### src/rtl/i2c_req_arbiter.sv
// i2c_req_arbiter: two-requester round-robin arbiter in front of a single
// shared I2C master. The FSM walks IDLE -> LAUNCH -> WAIT -> DONE -> IDLE.
// It latches the winner's transaction fields, fires one start pulse to the
// master, waits for completion or timeout, and returns status to the winner.
module i2c_req_arbiter #(
    parameter int unsigned TIMEOUT_CYC = 4096
) (
    input  logic        clk,
    input  logic        reset,
    input  logic [1:0]  req,
    input  logic [13:0] req_addr,
    input  logic [15:0] req_data,
    input  logic [1:0]  req_rw,
    output logic [1:0]  gnt,
    output logic [1:0]  done,
    output logic        err,
    output logic        timeout,
    output logic [7:0]  rdata,
    output logic        m_start,
    output logic [6:0]  m_addr,
    output logic [7:0]  m_data,
    output logic        m_rw,
    input  logic        m_busy,
    input  logic        m_done,
    input  logic        m_nack,
    input  logic [7:0]  m_rdata,
    output logic [1:0]  state
);

    typedef enum logic [1:0] {
        ST_IDLE   = 2'd0,
        ST_LAUNCH = 2'd1,
        ST_WAIT   = 2'd2,
        ST_DONE   = 2'd3
    } state_t;

    // Last count value of a WAIT phase before the transaction is abandoned.
    localparam logic [15:0] TERM_CNT = 16'(TIMEOUT_CYC - 1);

    state_t      state_r, state_nxt_s;

    logic [1:0]  gnt_r,      gnt_nxt_s;
    logic [1:0]  done_r,     done_nxt_s;
    logic        err_r,      err_nxt_s;
    logic        timeout_r,  timeout_nxt_s;
    logic [7:0]  rdata_r,    rdata_nxt_s;
    logic        m_start_r,  m_start_nxt_s;
    logic [6:0]  m_addr_r,   m_addr_nxt_s;
    logic [7:0]  m_data_r,   m_data_nxt_s;
    logic        m_rw_r,     m_rw_nxt_s;
    logic [15:0] wait_cnt_r, wait_cnt_nxt_s;
    logic        ptr_r,      ptr_nxt_s;
    logic        win_r,      win_nxt_s;
    logic        win_sel_s;

    // Round-robin pick: on contention the requester not served last wins.
    always_comb begin
        win_sel_s = 1'b0;
        if (req == 2'b11) begin
            win_sel_s = ~ptr_r;
        end else begin
            win_sel_s = req[1];
        end
    end

    // Next-state and next-output logic; everything holds unless changed.
    always_comb begin
        state_nxt_s    = state_r;
        gnt_nxt_s      = gnt_r;
        done_nxt_s     = 2'b00;
        err_nxt_s      = err_r;
        timeout_nxt_s  = timeout_r;
        rdata_nxt_s    = rdata_r;
        m_start_nxt_s  = 1'b0;
        m_addr_nxt_s   = m_addr_r;
        m_data_nxt_s   = m_data_r;
        m_rw_nxt_s     = m_rw_r;
        wait_cnt_nxt_s = wait_cnt_r;
        ptr_nxt_s      = ptr_r;
        win_nxt_s      = win_r;

        case (state_r)
            ST_IDLE: begin
                if ((req != 2'b00) && !m_busy) begin
                    state_nxt_s   = ST_LAUNCH;
                    win_nxt_s     = win_sel_s;
                    gnt_nxt_s     = win_sel_s ? 2'b10 : 2'b01;
                    m_addr_nxt_s  = win_sel_s ? req_addr[13:7] : req_addr[6:0];
                    m_data_nxt_s  = win_sel_s ? req_data[15:8] : req_data[7:0];
                    m_rw_nxt_s    = win_sel_s ? req_rw[1] : req_rw[0];
                    m_start_nxt_s = 1'b1;
                end else begin
                    state_nxt_s   = ST_IDLE;
                end
            end
            ST_LAUNCH: begin
                state_nxt_s    = ST_WAIT;
                wait_cnt_nxt_s = 16'd0;
            end
            ST_WAIT: begin
                // A completion on the terminal count still counts as normal.
                if (m_done) begin
                    state_nxt_s   = ST_DONE;
                    err_nxt_s     = m_nack;
                    timeout_nxt_s = 1'b0;
                    rdata_nxt_s   = m_rdata;
                    done_nxt_s    = gnt_r;
                end else if (wait_cnt_r == TERM_CNT) begin
                    state_nxt_s   = ST_DONE;
                    err_nxt_s     = 1'b0;
                    timeout_nxt_s = 1'b1;
                    rdata_nxt_s   = 8'd0;
                    done_nxt_s    = gnt_r;
                end else begin
                    wait_cnt_nxt_s = wait_cnt_r + 16'd1;
                end
            end
            ST_DONE: begin
                state_nxt_s = ST_IDLE;
                gnt_nxt_s   = 2'b00;
                ptr_nxt_s   = win_r;
            end
            default: begin
                state_nxt_s = ST_IDLE;
                gnt_nxt_s   = 2'b00;
            end
        endcase
    end

    // FSM state register.
    always_ff @(posedge clk) begin
        if (reset) begin
            state_r <= ST_IDLE;
        end else begin
            state_r <= state_nxt_s;
        end
    end

    // Registered outputs, counter and round-robin pointer.
    always_ff @(posedge clk) begin
        if (reset) begin
            gnt_r      <= 2'b00;
            done_r     <= 2'b00;
            err_r      <= 1'b0;
            timeout_r  <= 1'b0;
            rdata_r    <= 8'd0;
            m_start_r  <= 1'b0;
            m_addr_r   <= 7'd0;
            m_data_r   <= 8'd0;
            m_rw_r     <= 1'b0;
            wait_cnt_r <= 16'd0;
            ptr_r      <= 1'b1;
            win_r      <= 1'b0;
        end else begin
            gnt_r      <= gnt_nxt_s;
            done_r     <= done_nxt_s;
            err_r      <= err_nxt_s;
            timeout_r  <= timeout_nxt_s;
            rdata_r    <= rdata_nxt_s;
            m_start_r  <= m_start_nxt_s;
            m_addr_r   <= m_addr_nxt_s;
            m_data_r   <= m_data_nxt_s;
            m_rw_r     <= m_rw_nxt_s;
            wait_cnt_r <= wait_cnt_nxt_s;
            ptr_r      <= ptr_nxt_s;
            win_r      <= win_nxt_s;
        end
    end

    assign gnt     = gnt_r;
    assign done    = done_r;
    assign err     = err_r;
    assign timeout = timeout_r;
    assign rdata   = rdata_r;
    assign m_start = m_start_r;
    assign m_addr  = m_addr_r;
    assign m_data  = m_data_r;
    assign m_rw    = m_rw_r;
    assign state   = state_r;

endmodule

### config.mk
export PLATFORM = sky130hd
export DESIGN_NAME = i2c_req_arbiter
export DESIGN_NICKNAME = d
export VERILOG_FILES = /design/src/rtl/i2c_req_arbiter.sv
export SDC_FILE = /design/constraint.sdc
export NUM_CORES = 1
export LEC_CHECK = 0
export CORE_MARGIN = 4
export CORE_UTILIZATION = 30
export CTS_CLUSTER_DIAMETER = 30
export DETAILED_ROUTE_END_ITERATION = 6
export PLACE_DENSITY = 0.58
export SKIP_CTS_REPAIR_TIMING = 1
export SLEW_MARGIN = 20
export SYNTH_ARGS = -nofsm -noshare
export SYNTH_HDL_FRONTEND = slang
export SYNTH_SLANG_ARGS = --single-unit
### constraint.sdc
create_clock -name clk -period 2.65 [get_ports clk]
set_clock_uncertainty 0.15 [all_clocks]
set_input_delay 0.53 -clock clk [delete_from_list [all_inputs] [get_ports clk]]
set_output_delay 0.53 -clock clk [all_outputs]
set_load 0.01 [all_outputs]
# --- After elaboration in Yosys (flattened, before gate mapping) ---
# Index checks and enable logic that the tools add are counted.
op_classes:
  addsub: 1
  multipliers: 0
  n_div: 0
  n_lt_le_gt_ge: 0
  n_eq_ne: 9
  n_shift: 0
  n_mux: 23
  bitwise_logic: 3
  n_reduce_logical: 13
ops:
  columns: ["cell", "count"]
  rows:
  - ["$mux W16", 2]
  - ["$pmux W16 S2", 1]
  - ["$mux W8", 3]
  - ["$add A16 B1 Y16 const B", 1]
  - ["$eq A16 B12 Y1 const B", 1]
  - ["$mux W2", 6]
  - ["$mux W1", 8]
  - ["$pmux W2 S4", 1]
  - ["$reduce_bool A2 Y1", 4]
  - ["$mux W7", 1]
  - ["$eq A2 B2 Y1 const B", 3]
  - ["$ne A2 B2 Y1 const B", 3]
  - ["$reduce_and A2 Y1", 3]
  - ["$pmux W2 S2", 1]
  - ["$reduce_or A2 Y1", 2]
  - ["$ne A3 B3 Y1 const B", 1]
  - ["$not A1 Y1", 3]
  - ["$reduce_and A3 Y1", 1]
  - ["$eq A2 B1 Y1 const B", 1]
  - ["$logic_not A2 Y1", 1]
  - ["$logic_and A1 B1 Y1", 1]
  - ["$logic_not A1 Y1", 1]
totals:
  register_bits: 51
  latch_bits: 0
  ramBits: 0
  romBits: 0
  in_bits: 47
  out_inout_bits: 33
  wordCells: 62
  mem_count: 0

# --- Logic depth before layout (Yosys ltp) ---
logic_depth:
  word_depth: 5
  mapped_depth: 8
  depth_no_buf: 6

# --- Worst setup path before layout ---
# Ideal clock, no wire load.
synth_path:
  path_type: "reg-to-reg"
  from: "reg wait_cnt_r[0]"
  to: "reg wait_cnt_r[14]"
  setup_time_ns: 0.083
  arrival_ns: 1.779
  t_required_ns: 2.417
  slack_ns: 0.639
  path_stages_with_launch: 8
  cell_sequence: "dfxtp_1 -> ha_1 -> and3_1 -> clkbuf_1 -> a41o_1 -> buf_6 -> or4b_1 -> o221ai_1"
synth_between:
  elab_chain_len: 4
  word_cells_on_any_way: 7
  classes_between: "add/sub (1); eq/ne (2); mux (3); reduce/logical (1)"
synth_lines:
  columns: ["element", "line", "rtl"]
  rows:
  - ["start: declaration", "51", "logic [15:0] wait_cnt_r, wait_cnt_nxt_s;"]
  - ["start signal: assignment", "164", "wait_cnt_r <= wait_cnt_nxt_s;"]
  - ["$add A16 B1 Y16", "115", "wait_cnt_nxt_s = wait_cnt_r + 16'd1;"]
  - ["$mux W16", "108", "end else if (wait_cnt_r == TERM_CNT) begin"]
  - ["$mux W16", "102", "if (m_done) begin"]
  - ["$pmux W16 S2", "82", "case (state_r)"]
# Parallel ways exist; a longest one is shown, timed or not. The select of a mux whose other input is x is not followed.
# A chain may end at the register's enable or synchronous reset.

# --- Worst setup path in the final report ---
# Same ends and word-level chain as after synthesis.

==> impl_results.md <==
* # setup viols final at 0
* Synth Instances at around 260
* Power per Cell Area at slightly above 500 nW/um^2
* P&R area growth vs syn at 40.51%
* Number of port buffers at a little under 80
* DRT iter0 DRCs at between 100 and 150
* RSZ-0062 raised after global routing: false
* Yosys cell types at 54
* Biggest area consumer among synthesized cells: dfxtp_1
* Initial antenna violation count at 0
* Die Height at roughly 98 um
* FFs w/ async S/R, synth at 0%
* CP endpoint kind: register
* EDFF count, synth at 0
* CP startpoint: wait_cnt_r[0]
* FF+latch count, synth at 51
* Number of CTS-inserted buffers at 5
* Worst hold path type: reg -> reg
* Top post-synthesis cells by count: dfxtp_1 (51), nor2_1 (27), a222oi_1 (16)
* Worst slew margin at 59.52%
* Diode count at 0
* R2r setup slk at about 0.45 ns
* Fin nets at 388
* Die ar. at ~9500 sq um
* Critical path type: reg -> reg
* TritonCTS clock tree: yes
* Final Hold Fails at 0
* Setup_tns at 0 ns
* Synth Warn # at 0
* Share of cells above drive strength 1 at 8.902%
* Vias/cell at 5.483
* Vias in the first global route at around 2400
* Largest net degree at the start of global routing at 29
* Most common cell in the netlist: dfxtp_1
* H-tree levels at 2
* Placed cell areas at 3293 sq um
* Final Cell Area at between 3000 and 4000 sq um
* Fmax at roughly 0.45 GHz
* Routed Antenna Nets at 0
* Worst r2r path cells at 5
* CP endpoint: wait_cnt_r[14]
* Post-Syn Area at ~2400 sq um
* Synth top area cells: dfxtp_1 (42%), a222oi_1 (6.7%), nor2_1 (4.2%)
* Drt wl/cell at roughly 16 um
* Routability Congestion at around 0.74
* Syn_area_per_cell at about 9.3 sq um
* GRT Resource Usage Total at ~15%
* LEAKAGE at about 0.0012 uW
* Type of origin of the critical path: register
* Vias at between 2000 and 2500
* Max Slew Vio Count at 0
* Slew @ Worst Pin at just over 0.6 ns
* Max VDD drop at about 0.21 mV
* First-pass GRT wire length at about 12000 um
* Final HPWL DP at 4980 um
* # IOs at 80
* Initial Util at a little under a third
* Row count at 32
* Max Cap Viol at 0
* Yosys top cell area share at a little over two fifths
* Worst-path fanout max at 6
* Core area at a little under 8000 sq um
* Remaining DRCs at 0
* Synth Net Count at 310
* Clock sink count at 51
* Final wirelength at about 6900 um
* WP data required at about 2.7 ns
* Final Cycle Share at approximately 83%
* Clock buffer depth at 2
* Reg2reg start: wait_cnt_r[0]
* RR Endpoint: wait_cnt_r[14]
* Root Buffer: clkbuf_8
* Status: finished clean
* Die width at slightly below 100 um
* Critical path arrival at 2.28 ns
* Register area share after synthesis at a little over two fifths
* Clock latency on the worst-skew pair at a little over 0.3 ns
* Min cycle time layout at ~2.2 ns
* Grt total ovfl at 0
* Clock slew at reported path FFs at approximately 0.10 ns
* Post-synth top flop: dfxtp_1
* Pre-antenna DRT Iters at 7
[final cells by class]
type                       count  area [sq um]
clock inverter                 3         18.77
sequential                    51          1021
fill                         783          4387
clock buffer                   5         68.82
timing repair buffer          90         873.3
tap                          102         127.6
multi-input combinational    181          1245
inverter                       7         26.28
[registers in the layout, indices dropped and copies added, names as in the netlist]
signal,count
win_r,1
m_start,1
timeout,1
m_rw,1
err,1
ptr_r,1
state,2
gnt,2
wait_cnt_r,16
m_addr,7
m_data,8
done,2
rdata,8
[stage by stage]
step	hold slack, ns	worst slack (ns)	std cells	total power, uW	util (%)
6_report	0.3119	0.4486	439	1714	43.52
5_1_grt	0.3492	0.3611	439	1817	43.52
4_1_cts	0.3158	0.4488	439	1739	43.52
3_5_place_dp	0.2971	0.3775	431	1275	42.40
3_3_place_gp	0.2993	0.4067	431	1276	42.40
2_1_floorplan	0.2835	0.6388	258	1063	-
[worst min path at each step]
| stage | start | end | slack [ns] | depth (start not counted) |
|---|---|---|---|---|
| finish | win_r | win_r | 0.31 | 2 |
| global placement | win_r | win_r | 0.30 | 2 |
| floorplan | win_r | win_r | 0.28 | 2 |
| global route | err | err | 0.35 | 1 |
| CTS | win_r | win_r | 0.32 | 2 |
| detailed placement | win_r | win_r | 0.30 | 2 |
[kinds of logic (layout without fill, tap and decap cells)]
family / Yosys count / count (layout) / share of synthesized area, %
flip-flops: 51 / 51 / 42.43
buffers and inverters: 26 / 105 / 5.824
multiplexers: 4 / 4 / 1.664
adder cells (fa/ha/maj): 5 / 5 / 2.600
AND/OR/NAND/NOR: 107 / 107 / 24.39
AO/OA/AOI/OAI: 65 / 65 / 23.09
[layout by cell type, fill, tap and decap left out, drive strengths merged, types with 2 or more instances in the layout]
cell           instances
clkdlybuf4s50         79
dfxtp                 51
nor2                  27
a222oi                16
nand2                 16
nand3                 14
buf                   11
nand4                 11
a22o                   9
inv                    8
and3                   6
a21oi                  6
o211ai                 5
ha                     5
clkbuf                 5
o21ai                  5
nor2b                  4
and4                   4
o221ai                 4
mux2i                  4
or3                    4
nand4b                 4
a211oi                 4
nand2b                 3
nor3                   3
a31oi                  3
or2                    3
a41o                   2
a21o                   2
clkinv                 2
nor4                   2
or4                    2
[per-layer routing]
layer  vias up  track usage, %  routed length [um]
met5         -               0                   0
met4         0           3.727                  78
met3        10           6.317                 725
met2       105           23.09                3154
met1      1133           18.47                2952
li1       1159               -                   -
[report_power, final]
| group | leakage [uW] | switching (uW) | internal [uW] |
|---|---|---|---|
| registers | 0.000414 | 29.5 | 810 |
| clock network | 0.0000483 | 272 | 187 |
| logic | 0.000758 | 203 | 213 |
[critical path: stages (launching register included)]
cell and delay, ns:
dfxtp_1 0.43, ha_1 0.21, nand3_1 0.21, or4_1 0.55, or4b_1 0.48, o221ai_1 0.08
Note: power is estimated with default switching activity, not from simulation.
==> patch, RTL diff (same settings) <==
Register the output `timeout` once more, without a reset; this adds one clock of latency there. The other outputs are not delayed to match.
--- a/src/rtl/i2c_req_arbiter.sv
+++ b/src/rtl/i2c_req_arbiter.sv
@@ -170,7 +170,9 @@
     assign gnt     = gnt_r;
     assign done    = done_r;
     assign err     = err_r;
-    assign timeout = timeout_r;
+    always_ff @(posedge clk) begin
+        timeout <= timeout_r;
+    end
     assign rdata   = rdata_r;
     assign m_start = m_start_r;
     assign m_addr  = m_addr_r;
Function: no difference found for any inputs over 10 cycles, from zero or initial values and one cycle with reset high; that may be too few to reach the edited logic, so the function may still have changed.
==> patch against the original RTL <==
  * Area after synthesis is 0.83% higher
  * Setup slack worse by 0.12 ns
  * Final area is 0.85% higher
  * Routed wire length is 1.3% lower
  * Sequential cell count is 1 higher
  * Highest routed layer unchanged
  * Sequential share of layout area is 0.33 points higher
  * Largest power group unchanged
  * Total power is 2.9% higher
==> patch: results (changes against the original RTL) <==
| Metric | Value |
|---|---|
| Flop2flop setup slack | `0.50 ns (+0.05 ns)` |
| DP Cell Count | `432 (+0.23%)` |
| Mean Syn Cell Area | `9.37 sq um (+0.44%)` |
| Iter 0 DRT Violations | `145 (+5.8%)` |
| Power Total | `0.00176 W (+2.9%)` |
| Max Fanout on Critical Path | `9 (+3)` |
| Hold_ws | `0.218 ns (-0.0940 ns)` |
| Adder-cell share of the synthesized area | `0.0258 (-0.000215)` |
| Overall routing resource usage | `0.143 (-0.00399)` |
| Mux cell area share after synthesis | `0.0165 (-0.000137)` |
| Syn nets | `311 (+0.32%)` |
| First-pass GRT wire length | `11400 um (-2.6%)` |
| DRT Pass-1 Iters | `5 (-2)` |
| Status | `finished clean` |
| Gpl congestion | `0.902 (+23%)` |
| Sequential Power | `0.000854 W (+2%)` |
| Layout net count | `389 (+0.26%)` |
| Static Leak | `1.22 nW (+0.33%)` |
| Compound-Gate Fraction of Synth Area | `0.229 (-0.00191)` |
| Placed Area | `3310 sq um (+0.61%)` |
| Routed wire length | `6820 um (-1.3%)` |
| Share of layout cells above drive strength 1 | `0.0888 (-0.000263)` |
| Post-Layout Cell Count | `440 (+0.23%)` |
| Fillers | `758 (-3.2%)` |
| Post-DP HPWL | `4970 um (-0.12%)` |
| Internal | `0.00123 W (+2.1%)` |
| Vias per cell | `5.34 (-2.6%)` |
| Dpl ws | `0.0788 ns (-0.299 ns)` |
| Final worst slack | `0.325 ns (-0.123 ns)` |
patch: path summary, 6_finish.rpt:
path,start,cells after the start,endpoint
worst max register to register,wait_cnt_r[0],5,wait_cnt_r[14]
worst max-delay path,m_done,4,err
worst min-delay path,timeout_r,0,timeout
worst min register to register,timeout_r,0,timeout
patch: worst max-delay path, cell delays in order:
cell and delay [ns]:
clkdlybuf4s50_1 0.62, inv_1 0.14, nor3_1 0.87, a22o_1 0.28
patch: cell type report:
type	count	area, sq um	share of cell area
multi-input cells	181	1240	0.365
flip-flops and latches	52	1040	0.305
repair buffers	90	873	0.256
well taps	102	128	0.0374
clock buffers	5	68.8	0.0202
clock inverters	3	27.5	0.00807
inverters	7	26.3	0.00771
patch: layer usage:
| metal | part of all wire | track usage |
|---|---|---|
| met1 | 0.43 | 0.176 |
| met2 | 0.44 | 0.225 |
| met3 | 0.11 | 0.0714 |
| met4 | 0.0097 | 0.0319 |
| met5 | 0 | 0 |
